`config.mk`:
```
export PLATFORM = sky130hd
export DESIGN_NAME = aes_round_tail
export DESIGN_NICKNAME = d
export VERILOG_FILES = /design/src/rtl/aes_round_tail.sv
export SDC_FILE = /design/constraint.sdc
export NUM_CORES = 1
export LEC_CHECK = 0
export CELL_PAD_IN_SITES_DETAIL_PLACEMENT = 1
export CELL_PAD_IN_SITES_GLOBAL_PLACEMENT = 2
export CORE_MARGIN = 5
export CORE_UTILIZATION = 33
export DETAILED_ROUTE_END_ITERATION = 10
export PLACE_DENSITY_LB_ADDON = 0.15
export SYNTH_ARGS = -nofsm -noshare
export SYNTH_HDL_FRONTEND = slang
export SYNTH_SLANG_ARGS = --single-unit
```
`constraint.sdc`:
```
create_clock -name clk -period 1.7 [get_ports clk]
set_clock_uncertainty 0.05 [all_clocks]
set_input_delay 0.255 -clock clk [delete_from_list [all_inputs] [get_ports clk]]
set_output_delay 0.255 -clock clk [all_outputs]
set_load 0.03 [all_outputs]
```
`src/rtl/aes_round_tail.sv`:
```
// AES round tail: ShiftRows -> MixColumns (bypassed on the last round) -> AddRoundKey,
// two registered stages with valid/ready on both sides. `AES_RT_BLKCNT_EN adds blk_cnt.
module aes_round_tail #(
    parameter int unsigned DW           = 128,
    parameter bit          KEEP_KEY_REG = 1'b1
) (
    input  logic          clk,
    input  logic          rst,
    input  logic          sb_valid,
    output logic          sb_ready,
    input  logic [DW-1:0] sb_data,
    input  logic [DW-1:0] round_key,
    input  logic          last_round,
    output logic          rt_valid,
    input  logic          rt_ready,
    output logic [DW-1:0] rt_data
`ifdef AES_RT_BLKCNT_EN
    ,
    output logic [15:0]   blk_cnt
`endif
);

    function automatic logic [7:0] xtime(input logic [7:0] b);
        return {b[6:0], 1'b0} ^ (b[7] ? 8'h1B : 8'h00);
    endfunction

    // Byte i of the state lives at [DW-1-8i -: 8]
    function automatic logic [DW-1:0] shift_rows(input logic [DW-1:0] s);
        logic [DW-1:0] o;
        o = '0;
        for (int unsigned r = 0; r < 4; r++) begin
            for (int unsigned c = 0; c < 4; c++) begin
                o[DW-1-8*(r+4*c) -: 8] = s[DW-1-8*(r+4*((c+r)%4)) -: 8];
            end
        end
        return o;
    endfunction

    // Shared-xor form: b_r = a_r ^ t ^ xtime(a_r ^ a_(r+1)), t = a0^a1^a2^a3
    function automatic logic [DW-1:0] mix_columns(input logic [DW-1:0] s);
        logic [DW-1:0] o;
        logic [7:0]    a0, a1, a2, a3, t;
        o = '0;
        for (int unsigned c = 0; c < 4; c++) begin
            a0 = s[DW-1-8*(4*c)   -: 8];
            a1 = s[DW-1-8*(4*c+1) -: 8];
            a2 = s[DW-1-8*(4*c+2) -: 8];
            a3 = s[DW-1-8*(4*c+3) -: 8];
            t  = a0 ^ a1 ^ a2 ^ a3;
            o[DW-1-8*(4*c)   -: 8] = a0 ^ t ^ xtime(a0 ^ a1);
            o[DW-1-8*(4*c+1) -: 8] = a1 ^ t ^ xtime(a1 ^ a2);
            o[DW-1-8*(4*c+2) -: 8] = a2 ^ t ^ xtime(a2 ^ a3);
            o[DW-1-8*(4*c+3) -: 8] = a3 ^ t ^ xtime(a3 ^ a0);
        end
        return o;
    endfunction

    logic          s1_valid;
    logic [DW-1:0] s1_sr;
    logic          s1_last;
    logic          s2_valid;
    logic [DW-1:0] s2_key;
    logic [DW-1:0] s2_mix;
    logic          adv2;
    logic          in_xfer;

    always_comb begin
        adv2     = s1_valid & (~s2_valid | rt_ready);
        sb_ready = ~s1_valid | adv2;
        in_xfer  = sb_valid & sb_ready;
        s2_mix   = s1_last ? s1_sr : mix_columns(s1_sr);
        rt_valid = s2_valid;
    end

    always_ff @(posedge clk or negedge rst) begin
        if (!rst) begin
            s1_valid <= 1'b0;
            s1_sr    <= '0;
            s1_last  <= 1'b0;
        end else if (in_xfer) begin
            s1_valid <= 1'b1;
            s1_sr    <= shift_rows(sb_data);
            s1_last  <= last_round;
        end else if (adv2) begin
            s1_valid <= 1'b0;
        end
    end

    generate
        if (KEEP_KEY_REG) begin : g_key_reg
            logic [DW-1:0] s1_key;
            always_ff @(posedge clk or negedge rst) begin
                if (!rst) begin
                    s1_key <= '0;
                end else if (in_xfer) begin
                    s1_key <= round_key;
                end
            end
            always_comb s2_key = s1_key;
        end else begin : g_key_live
            always_comb s2_key = round_key;
        end
    endgenerate

    always_ff @(posedge clk or negedge rst) begin
        if (!rst) begin
            s2_valid <= 1'b0;
            rt_data  <= '0;
        end else if (adv2) begin
            s2_valid <= 1'b1;
            rt_data  <= s2_mix ^ s2_key;
        end else if (rt_ready) begin
            s2_valid <= 1'b0;
        end
    end

`ifdef AES_RT_BLKCNT_EN
    always_ff @(posedge clk or negedge rst) begin
        if (!rst) begin
            blk_cnt <= '0;
        end else if (rt_valid && rt_ready && (blk_cnt != 16'hFFFF)) begin
            blk_cnt <= blk_cnt + 16'd1;
        end
    end
`endif

endmodule
```
* After elaboration in Yosys (flattened, before gate mapping)
Cells that the tools add are included.
** Cells by class
- Muxes and demuxes :: 21
- Bitwise gates (word level) :: 79
- Reductions and logical operators :: 2
** Operators by type and width (count)
- 8-bit XOR :: 56
- 128-bit two-way mux :: 1
- 128-bit XOR :: 1
- 8-bit by 5-bit XOR with 8-bit output :: 16
- 5-bit two-way mux :: 16
- 1-bit two-way mux :: 4
- 2-bit nonzero test :: 2
- 1-bit bitwise AND :: 2
- 1-bit NOT :: 2
- 1-bit OR :: 2
** Word-level totals
- Register bits after elaboration :: 387
- Input bits :: 261
- Output and inout port bits :: 130
- Logic and storage cells :: 108

* Logic depth before layout (Yosys ltp)
- Depth in word-level cells :: 7
- Mapped depth :: 8
- Mapped depth without buffers :: 4

* Least setup slack after synthesis
Ideal clock, no wire load.
- Path type :: reg-to-reg
- From :: reg s2_valid (netlist: rt_valid)
- To :: reg s1_sr[100]
- Setup time :: 125 ps
- Arrival time :: 2080 ps
- Data required time :: 1525 ps
- Setup slack :: -555 ps
- Stages on the path, launching flop included :: 7
- Path buffers :: 2
- Period minus slack after synthesis :: 2255 ps
- Path through :: dfrtp_1 -> nor2b_1 -> nand2_1 -> nand2_1 -> buf_2 -> buf_2 -> mux2_2
** On the way
- Cells in the longest elaborated chain, start to end :: 5
** Ends and longest elaborated chain
- start, declared :: RTL line 61 : logic s2_valid;
- start signal, assigned :: RTL line 107 : s2_valid <= 1'b0;
- start signal, assigned :: RTL line 110 : s2_valid <= 1'b1;
- start signal, assigned :: RTL line 113 : s2_valid <= 1'b0;
- 1-bit NOT :: RTL line 68 : adv2 = s1_valid & (~s2_valid | rt_ready);
- 1-bit OR :: RTL line 68
- 1-bit bitwise AND :: RTL line 68
- 1-bit OR :: RTL line 69 : sb_ready = ~s1_valid | adv2;
- net sb_ready :: RTL line 10 : output logic sb_ready,
- 1-bit bitwise AND :: RTL line 70 : in_xfer = sb_valid & sb_ready;
- end signal, assigned :: RTL line 82 : s1_sr <= shift_rows(sb_data);
- end, declared :: RTL line 59 : logic [DW-1:0] s1_sr;
The timed path passes the listed nets, and every way through them passes these cells.
A chain may end at the register's enable or synchronous reset.

* Worst setup path after layout
- From :: reg s1_sr[9]
- To :: reg rt_data[17]
** On the way
- Cells in the longest elaborated chain, start to end :: 6
** Ends and longest elaborated chain
- 8-bit XOR (2 in series) :: RTL line 49 : t = a0 ^ a1 ^ a2 ^ a3;
- 8-bit XOR (2 in series) :: RTL line 51 : o[DW-1-8*(4*c+1) -: 8] = a1 ^ t ^ xtime(a1 ^ a2);
- 128-bit two-way mux :: RTL line 71 : s2_mix = s1_last ? s1_sr : mix_columns(s1_sr);
- 128-bit XOR :: RTL line 111 : rt_data <= s2_mix ^ s2_key;
- end signal, assigned :: RTL line 111
- end, declared :: RTL line 16 : output logic [DW-1:0] rt_data
No other way between the ends.

==> summary.txt <==
Global route
  – Busiest grt layer: met2
  – Met3 Usage GRT: 0.0337
  – Initial antenna violation count: 9
  – Met2 Use GR: 0.377
  – Vias in the first global route: roughly 20,000
  – Met1 usage: 0.278
  – Overall Global Routing Usage: 0.216
  – Overflow after GRT: 0
  – First-pass GRT wire length: 130,000 um
  – Largest net degree at the start of global routing: 56

Worst setup path
  – Worst R2R Setup Slack: -0.21 ns
  – RR Endpoint: rt_data[17]
  – FF-to-FF Start: s1_sr[9]
  – Crit-path max cell delay: roughly 0.48 ns
  – Worst EP required: 2.11 ns
  – Crit-path max FO: 2
  – CP max-delay cell: xnor3_1
  – Cells along the critical path: xnor2_2, xnor3_1, and4_1, or3_1
  – Critical Path End Type: flop
  – CP Data Arrival Time: about 2.3 ns
  – Crit Path Class: reg -> reg
  – Worst R2R Path Depth: 4
  – Worst Setup Start Kind: flop

Status
  – Failing checks: setup timing
  – Outcome: complete, but fails checks

Power and ir drop
  – Peak VDD IR: 0.872 mV
  – Clock share of power: 0.209
  – Net Sw Power: slightly below 20,000 uW
  – P_int: 34,500 uW
  – Combinational share of power: 0.529
  – Sw Share: 0.365
  – Pwr/cell area: 1450 nW/um^2
  – Sequential Power Share: 0.262
  – Pleak: roughly 0.017 uW

Floorplan
  – Row count: between 90 and 100
  – Core area: about 71,000 um^2
  – DIE AREA: 77,400 um^2
  – Die H: around 280 um
  – Initial Util: 0.332
  – Die Width: 278 um
  – I/O Pins: 391

Drt
  – Vias/cell: 5.04
  – 1st-pass router iterations: 5
  – Routed Antenna Nets: 0
  – Drt total wl: 89,500 um
  – DRC violations left: 0
  – Initial drt markers: about 850
  – Wire per inst: 24.3 um
  – Via count: 18,573

CTS
  – Max Buffers Root-to-Sink: 3
  – CTS buffer count: 49
  – Clock transition at the registers of the reported paths: 0.06 ns
  – CTS Sinks: about 390
  – CTS tree: yes
  – Worst skew pair latency: 0.59 ns
  – Root buffer cell: clkbuf_16
  – CTS H-tree lvls: 2

Synthesis
  – Post-synthesis mux area share: 0.129
  – Adder-Cell Fraction of Synth Area: 0
  – Sequential share of the synthesized area: 0.408
  – Post-synthesis simple-gate area fraction: 0.0876
  – Syn nets: 2,150
  – Mapped Area: 23,700 um^2
  – Syn Inst Count: 1,889
  – Synth Area per Inst: 12.6 um^2
  – Yosys warns: 0
  – Complex-gate fraction of the synthesized area: 0.0901
  – #FFs+latches synth: 387
  – Synth unique cells: 37
  – XOR/XNOR share of the synthesized area: 0.254
  – Largest family of logic cells by synthesized area: XOR/XNOR gates

STA
  – Fin. max-slew vios: 0
  – Least-Margin Pin Slew: 0.629 ns
  – RSZ-0062 raised after global routing: yes
  – Fmax achieved: 524 MHz
  – Endpoints failing hold: 0
  – Fin crit share: 1.12
  – Slew HR: 0.581
  – Final setup vio count: 254
  – Fin Setup TNS: -12.20 ns
  – Fin crit period: approximately 1.9 ns
  – Setup ws final: -0.207 ns

Placement
  – IO Port Bufs: between 300 and 400
  – Placer Congestion: between 0.7 and 0.8
  – Detailed placement HPWL: 60,900 um

Final layout
  – Layout cells sized above 1: 0.432
  – FILL cells: between 7,000 and 8,000
  – Fin nets: 2,949
  – Area growth, synth to finish: 57.7%
  – Post-Route Utilization: 0.524

Min path
  – HP Class: in -> async

Run
  – Number of max-cap violations: 0
[worst max-delay path: cells and delay by family (launching register included)]
kind	cells	cell delay (ns)
XOR/XNOR	2	0.75
flip-flops	1	0.43
AND/OR/NAND/NOR	2	0.56
[cells in the mapped netlist (all sizes together)]
| cell | number | area share |
|---|---|---|
| nand3 | 39 | 0.0082 |
| or3 | 24 | 0.0063 |
| nor3b | 32 | 0.010 |
| a21boi | 32 | 0.010 |
| and4 | 4 | 0.0015 |
| o211a | 24 | 0.010 |
| mux2i | 17 | 0.0072 |
| dfrtp | 387 | 0.41 |
| nand2 | 110 | 0.017 |
| mux2 | 257 | 0.12 |
| o21ai | 24 | 0.0051 |
| o31ai | 75 | 0.024 |
| or4 | 2 | 0.00063 |
| and2 | 24 | 0.0063 |
| xor2 | 52 | 0.019 |
| buf | 47 | 0.0099 |
| inv | 6 | 0.00095 |
| nand2b | 26 | 0.0069 |
| o311a | 20 | 0.0084 |
| o21a | 19 | 0.0060 |
| xor3 | 1 | 0.0010 |
| o311ai | 11 | 0.0041 |
| a211oi | 24 | 0.0076 |
| xnor3 | 163 | 0.15 |
| nor2 | 34 | 0.0054 |
| nor2b | 25 | 0.0066 |
| a221o | 22 | 0.0093 |
| nand4 | 46 | 0.012 |
| xnor2 | 173 | 0.080 |
| clkbuf | 123 | 0.020 |
| o211ai | 18 | 0.0057 |
| nor3 | 24 | 0.0051 |
| nor4 | 4 | 0.0011 |
[logic make-up (layout without fill, tap and decap cells)]
| group | count (synthesis) | count (layout) |
|---|---|---|
| AOI/OAI and AO/OA | 269 | 269 |
| muxes | 274 | 274 |
| xor gates and xnor gates | 389 | 389 |
| and+or+nand+nor | 394 | 395 |
| other | 0 | 8 |
| DFF | 387 | 387 |
| buffers and inverters | 176 | 1011 |
[metal layers]
layer	up-vias	part of all wire
li1	8424	-
met1	9665	0.42
met2	381	0.51
met3	103	0.039
met4	0	0.026
met5	-	0
[cell type report]
cell class,count,area (um^2),area share
clock buffers,68,1450,0.0387
multi-input cells,1327,15200,0.406
repair buffers,917,9500,0.254
flip-flops and latches,387,9770,0.261
diodes,8,20.0,0.000535
clock inverters,20,284,0.00759
well taps,950,1190,0.0318
inverters,6,25.0,0.000669
[cell usage in the layout (no fill, tap or decap), types with 23 or more instances in the layout]
cell / instances
a21boi_0: 26
and2_1: 24
buf_12: 67
buf_4: 326
buf_6: 107
clkbuf_16: 56
clkdlybuf4s15_1: 37
clkdlybuf4s15_2: 57
clkdlybuf4s50_1: 259
dfrtp_1: 320
dfrtp_2: 66
mux2_2: 48
mux2_4: 209
nand2_1: 107
nand2b_1: 25
nand3_1: 34
nand4_1: 46
nor2_1: 32
nor2b_1: 24
nor3b_1: 28
o211a_1: 24
o31ai_1: 55
or3_1: 23
xnor2_1: 102
xnor2_2: 36
xnor2_4: 35
xnor3_1: 152
xor2_1: 33
[flip-flops by register name (all words and copies together), names as in the netlist]
signal,flops
s1_valid,1
s1_last,1
rt_data,128
rt_valid,1
g_key_reg.s1_key,128
s1_sr,128
[power by group through the flow]
stage	combinational, uW	sequential, uW	clock [uW]
finish	28700	14200	11400
detailed placement	25500	14200	0
CTS	27000	14200	11600
global placement	25000	14200	0
floorplan	13400	16100	0
global route	30300	14500	12000
[worst max-delay path by stage]
stage | endpoint | startpoint | slack, ns | cells past startpoint
floorplan | rt_data[65] | s1_sr[71] | -0.13 | 5
global placement | rt_data[47] | rt_ready | -0.39 | 7
detailed placement | s1_sr[25] | rt_ready | -0.40 | 6
CTS | s1_sr[88] | rt_valid | -0.17 | 7
global route | rt_data[17] | s1_sr[9] | -0.24 | 4
finish | rt_data[17] | s1_sr[9] | -0.21 | 4
[metrics by stage]
step	hold WS (ns)	std cells	area (um^2)	total power [uW]	setup slack (ns)
after floorplan	-0.0906	1889	24100	29500	-0.130
after global placement	0.109	3399	31400	39200	-0.389
after detailed placement	0.112	3399	31400	39700	-0.403
after CTS	0.0698	3600	35600	52800	-0.166
after global routing	0.0981	3682	37400	56800	-0.244
final	0.0960	3683	37400	54300	-0.207
[what timing repair did]
item | 4_1_cts | 5_1_grt
buffers inserted | 100 | 81
pin swaps | 114 | 112
resized for setup | 590 | 323
cloned | 14 | 9
endpoints found under the hold margin | 319 | 0
setup endpoints to repair | 414 | 409
hold buffers | 1 | 0
No activity file was read; power rests on OpenSTA's default activity.
